[config.mk]
export PLATFORM = sky130hd
export DESIGN_NAME = norm_out_buffer_flat
export DESIGN_NICKNAME = d
export VERILOG_FILES = /design/src/rtl/norm_out_pkg.sv /design/src/rtl/norm_out_buffer_if.sv /design/src/rtl/norm_fifo_mem.sv /design/src/rtl/norm_out_buffer.sv /design/src/flat_wrapper.sv
export SDC_FILE = /design/constraint.sdc
export NUM_CORES = 1
export LEC_CHECK = 0
export BUFFER_PORTS_ARGS = -buffer_cell sky130_fd_sc_hd__buf_2
export CAP_MARGIN = 20
export CORE_AREA = 2 2 121 123
export DETAILED_ROUTE_END_ITERATION = 12
export DIE_AREA = 0 0 123 125
export PLACE_DENSITY_LB_ADDON = 0.3
export SLEW_MARGIN = 40
export SYNTH_ARGS = -nofsm -noshare
export SYNTH_HDL_FRONTEND = slang
export SYNTH_SLANG_ARGS = --single-unit
export TNS_END_PERCENT = 100
[constraint.sdc]
create_clock -name clk -period 3.5 [get_ports clk]
set_clock_uncertainty 0.15 [all_clocks]
set_input_delay 1.05 -clock clk [delete_from_list [all_inputs] [get_ports clk]]
set_output_delay 1.05 -clock clk [all_outputs]
set_load 0.05 [all_outputs]
[src/rtl/norm_out_pkg.sv]
// rtl/norm_out_pkg.sv - shared widths, types and helpers for the norm output buffer
package norm_out_pkg;

  localparam int DATA_W = 10;
  localparam int DEPTH  = 8;
  localparam int DROP_W = 8;
  localparam int AW     = $clog2(DEPTH);
  localparam int CNT_W  = AW + 1;

  typedef logic [DATA_W-1:0] sample_t;
  typedef logic [AW-1:0]     ptr_t;
  typedef logic [CNT_W-1:0]  cnt_t;
  typedef logic [DROP_W-1:0] drop_t;

  localparam cnt_t  CNT_FULL = cnt_t'(DEPTH);
  localparam drop_t DROP_MAX = '1;

  function automatic sample_t max_sample(input sample_t a, input sample_t b);
    return (a > b) ? a : b;
  endfunction

endpackage

[src/rtl/norm_out_buffer_if.sv]
// rtl/norm_out_buffer_if.sv - valid/ready output stream of the norm output buffer
interface norm_out_if;
  import norm_out_pkg::*;

  sample_t out_data;
  logic    out_valid;
  logic    out_ready;

  modport master (output out_data, output out_valid, input out_ready);
  modport slave  (input out_data, input out_valid, output out_ready);

endinterface

[src/rtl/norm_fifo_mem.sv]
// rtl/norm_fifo_mem.sv - DEPTH x DATA_W register array, sync write, async read, no reset
module norm_fifo_mem
  import norm_out_pkg::*;
(
  input  logic    clk,
  input  logic    we,
  input  ptr_t    waddr,
  input  sample_t wdata,
  input  ptr_t    raddr,
  output sample_t rdata
);

  sample_t mem_q [DEPTH];

  always_ff @(posedge clk) begin
    if (we) begin
      mem_q[waddr] <= wdata;
    end
  end

  assign rdata = mem_q[raddr];

endmodule

[src/rtl/norm_out_buffer.sv]
// rtl/norm_out_buffer.sv - captures upstream root strobes into a show-ahead FIFO with peak/drop stats
module norm_out_buffer
  import norm_out_pkg::*;
(
  input  logic       clk,
  input  logic       reset,
  input  sample_t    g_in,
  input  logic       valid_in,
  norm_out_if.master out,
  output cnt_t       count,
  output logic       overflow,
  output drop_t      drop_cnt,
  output sample_t    peak,
  input  logic       clr_stats
);

  ptr_t    wr_ptr_q, wr_ptr_d;
  ptr_t    rd_ptr_q, rd_ptr_d;
  cnt_t    count_q, count_d;
  logic    overflow_q, overflow_d;
  drop_t   drop_cnt_q, drop_cnt_d;
  sample_t peak_q, peak_d;
  sample_t peak_base;

  logic not_empty;
  logic pop;
  logic push;
  logic drop;

  // out_valid depends only on registered occupancy, never on out_ready
  assign not_empty = (count_q != '0);
  assign pop       = not_empty & out.out_ready;
  assign push      = valid_in & ((count_q != CNT_FULL) | pop);
  assign drop      = valid_in & ~push;

  norm_fifo_mem u_mem (
    .clk   (clk),
    .we    (push),
    .waddr (wr_ptr_q),
    .wdata (g_in),
    .raddr (rd_ptr_q),
    .rdata (out.out_data)
  );

  always_comb begin
    wr_ptr_d = wr_ptr_q;
    rd_ptr_d = rd_ptr_q;
    count_d  = count_q;
    if (push) begin
      wr_ptr_d = wr_ptr_q + ptr_t'(1);
    end
    if (pop) begin
      rd_ptr_d = rd_ptr_q + ptr_t'(1);
    end
    case ({push, pop})
      2'b10:   count_d = count_q + cnt_t'(1);
      2'b01:   count_d = count_q - cnt_t'(1);
      default: count_d = count_q;
    endcase
  end

  // A drop in the same cycle as clr_stats survives the clear
  always_comb begin
    overflow_d = overflow_q;
    drop_cnt_d = drop_cnt_q;
    if (clr_stats) begin
      overflow_d = 1'b0;
      drop_cnt_d = '0;
    end
    if (drop) begin
      overflow_d = 1'b1;
      if (clr_stats) begin
        drop_cnt_d = drop_t'(1);
      end else if (drop_cnt_q != DROP_MAX) begin
        drop_cnt_d = drop_cnt_q + drop_t'(1);
      end
    end
  end

  always_comb begin
    peak_base = clr_stats ? '0 : peak_q;
    peak_d    = peak_base;
    if (valid_in) begin
      peak_d = max_sample(peak_base, g_in);
    end
  end

  always_ff @(posedge clk) begin
    if (reset) begin
      wr_ptr_q   <= '0;
      rd_ptr_q   <= '0;
      count_q    <= '0;
      overflow_q <= 1'b0;
      drop_cnt_q <= '0;
      peak_q     <= '0;
    end else begin
      wr_ptr_q   <= wr_ptr_d;
      rd_ptr_q   <= rd_ptr_d;
      count_q    <= count_d;
      overflow_q <= overflow_d;
      drop_cnt_q <= drop_cnt_d;
      peak_q     <= peak_d;
    end
  end

  assign out.out_valid = not_empty;
  assign count         = count_q;
  assign overflow      = overflow_q;
  assign drop_cnt      = drop_cnt_q;
  assign peak          = peak_q;

endmodule

[src/flat_wrapper.sv]
// flat-port wrapper written by rule: the top's interface ports become plain ports
module norm_out_buffer_flat import norm_out_pkg::*;
  (clk, reset, g_in, valid_in, count, overflow, drop_cnt, peak, clr_stats, out_out_data, out_out_valid, out_out_ready);
  norm_out_if out_i ();
  input  logic clk;
  input  logic reset;
  input  sample_t g_in;
  input  logic valid_in;
  output cnt_t count;
  output logic overflow;
  output drop_t drop_cnt;
  output sample_t peak;
  input  logic clr_stats;
  output wire logic [$bits(out_i.out_data)-1:0] out_out_data;
  output wire logic [$bits(out_i.out_valid)-1:0] out_out_valid;
  input wire logic [$bits(out_i.out_ready)-1:0] out_out_ready;
  assign out_out_data = out_i.out_data;
  assign out_out_valid = out_i.out_valid;
  assign out_i.out_ready = out_out_ready;
  norm_out_buffer u_core (.clk(clk), .reset(reset), .g_in(g_in), .valid_in(valid_in), .out(out_i), .count(count), .overflow(overflow), .drop_cnt(drop_cnt), .peak(peak), .clr_stats(clr_stats));
endmodule
==> results.toml <==
[status]
status = "complete, no violations"

[finish]
fin_util_pct = 40.1
seq_area_mm2 = 0.00304
final_cell_mix = "edfxtp_1 (80), buf_2 (48), dfxtp_1 (32)"
nets = 429
final_common_cell = "edfxtp_1"
drive_gt1_share_pct = 29.3
multi_input_area_mm2 = 0.00166
fill_cells = 1329
diodes = 0
synthToLayoutAreaGrowth_pct = 18.0

[floorplanning]
start_util_pct = 33.9
die_area_mm2 = 0.0154
die_x_um = 123
io-pin-count = 49
coreArea_mm2 = 0.0142
rows = 44
die_y_um = 125

[setup_path]
crit_fanout = 20
crit_path_start_kind = "flip-flop"
cp-end-kind = "primary output"
crit_arrival_ns = 2.02
crit_required_ns = 2.30
crit_type = "flip-flop to primary output"

[logic_synthesis]
synth.avg_cell_area_um2 = 14.4
yosysWarningCount = 0
ys_ff_latch = 112
synth.net_count = 367
yosysTopAreaCell = "edfxtp_1"
synth.distinct_cells = 45
yosys.area.top_type_share_pct = 49.8
synth.area.top_cells = "edfxtp_1 (50%), dfxtp_1 (13%), mux4_2 (9.3%)"
synth_cells = 336
ys_seq_area_share_pct = 63.1
syn_area_mm2 = 0.00482

[cts]
clock-root-buffer = "clkbuf_16"
cts_tree = "done"
htreeDepth = 3
cts_repair_resize_count = 0
insertion_delay_ns = 0.36
cts_setup_buffers = 0
cts.sinks = 112
cts_made_buffers = 9
cts-hold-fix-buffers = 0
cts_buffer_depth = 2
clkSlewWorstSetupHoldPaths_ns = 0.08

[routing]
final_antenna_net_count = 0
drt-total-wl_um = 9990
drtIter0Drc = 139
vias_per_cell = 4.96
firstDrtPassIters = 4
dr_total_vias = 2912
detail_route.wl_per_cell_um = 17.0
drc = 0

[timing]
tightest_slew_ns = 0.588
setup_viol = 0
fin_crit_ns = 3.22
slew_headroom_pct = 60.8
setup_tns_ns = 0
hold_viol = 0
timing.fmax_ghz = 0.311
rsz0062_at_grt = "false"
post-route-period-util_pct = 91.9
slew_violations = 0

[global_routing]
grt_use_met1_pct = 19.2
grt_use_met2_pct = 22.3
antenna_found_initial = 0
grt_pass1_wl_um = 16200
grt_max_degree = 25
grtUsageMet3_pct = 3.74
grt_overflow = 0
track_usage_pct = 14.2
grt_pass1_vias = 2908
top_usage_layer = "met2"

[place]
finalWeightedCongestion = 0.802
portBuffers = 48
dp_hpwl_um = 6850

[min_path]
hp-class = "flip-flop to flip-flop"

[flow_run]
max_cap_viol_count = 0

[power]
leakage_nw = 2.07
ir_drop_v = 0.000242
cellPowerDensity_mw_per_mm2 = 643
-- power by group --
group          total (mW)  internal, mW  switching (mW)
Sequential           1.58          1.50          0.0813
Combinational        1.01         0.368           0.638
Clock                1.07         0.569           0.502
-- sequential cells by signal, indices dropped and copies added, names as in the netlist, named ones only --
signal / cells
u_core.peak: 10
u_core.overflow: 1
u_core.wr_ptr_q: 3
u_core.rd_ptr_q: 3
u_core.u_mem.mem_q: 80
u_core.drop_cnt: 8
u_core.count: 4
-- cell usage after synthesis (all sizes together) --
library cell / number
a2111o: 1
a2111oi: 1
a211oi: 3
a21boi: 1
a21o: 1
a21oi: 20
a31oi: 1
and2b: 1
and3: 2
and4: 2
and4b: 1
buf: 5
clkbuf: 9
dfxtp: 32
edfxtp: 80
fa: 1
ha: 15
inv: 17
mux2: 10
mux2i: 5
mux4: 20
nand2: 9
nand2b: 8
nand3: 15
nand4: 5
nor2: 23
nor2b: 9
nor3: 5
nor3b: 1
o2111ai: 1
o211ai: 1
o21ai: 15
o22ai: 1
o41ai: 1
or2: 2
or2b: 1
or3: 5
xnor2: 4
xor2: 2
-- routing by layer --
metal / vias up / routed length (µm)
met5: - / 0
met2: 65 / 4840
met3: 9 / 361
met1: 1445 / 4670
met4: 0 / 114
li1: 1393 / -
-- worst paths after layout --
check	startpoint	to	slack, ns	cells after the start
worst min-delay path	u_core.overflow	u_core.overflow	0.35	2
worst min register to register	u_core.overflow	u_core.overflow	0.35	2
worst max register to register	u_core.count[2]	u_core.count[3]	0.88	9
worst max-delay path	flip-flop	out_out_data[6]	0.28	4
-- worst max-delay path: stages, from the launching register on --
cell and delay (ns):
dfxtp_1 0.36, buf_12 0.21, mux4_2 0.54, mux2_2 0.31
buf_2 0.22
-- stage by stage --
stage	setup WS [ns]	power (mW)	std cells	cell area, µm²	hold slack (ns)
4_1_cts	0.253	3.69	587	5690	0.354
2_1_floorplan	0.412	2.38	336	4820	0.310
3_5_place_dp	0.349	2.63	571	5380	0.338
5_1_grt	0.206	3.83	587	5690	0.372
6_report	0.284	3.66	587	5690	0.352
3_3_place_gp	0.393	2.61	571	5380	0.314
-- area by class of cell --
class | count | area share (%)
repair buffers | 65 | 6.69
clock inverters | 7 | 1.56
well taps | 184 | 4.05
flip-flops and latches | 112 | 53.5
multi-input cells | 193 | 29.1
clock buffers | 9 | 3.96
inverters | 17 | 1.12
-- kinds of logic (layout without fill, tap and decap cells) --
group	after synthesis	count (layout)	share of synthesized area, %
adder cells (fa/ha/maj)	16	16	4.31
AND/OR/NAND/NOR	89	89	9.91
XOR/XNOR	6	6	1.09
buffers and inverters	31	98	2.52
AO/OA/AOI/OAI	47	47	6.36
multiplexers	35	35	12.7
flip-flops	112	112	63.1
Power figures use the tool's default switching activity.
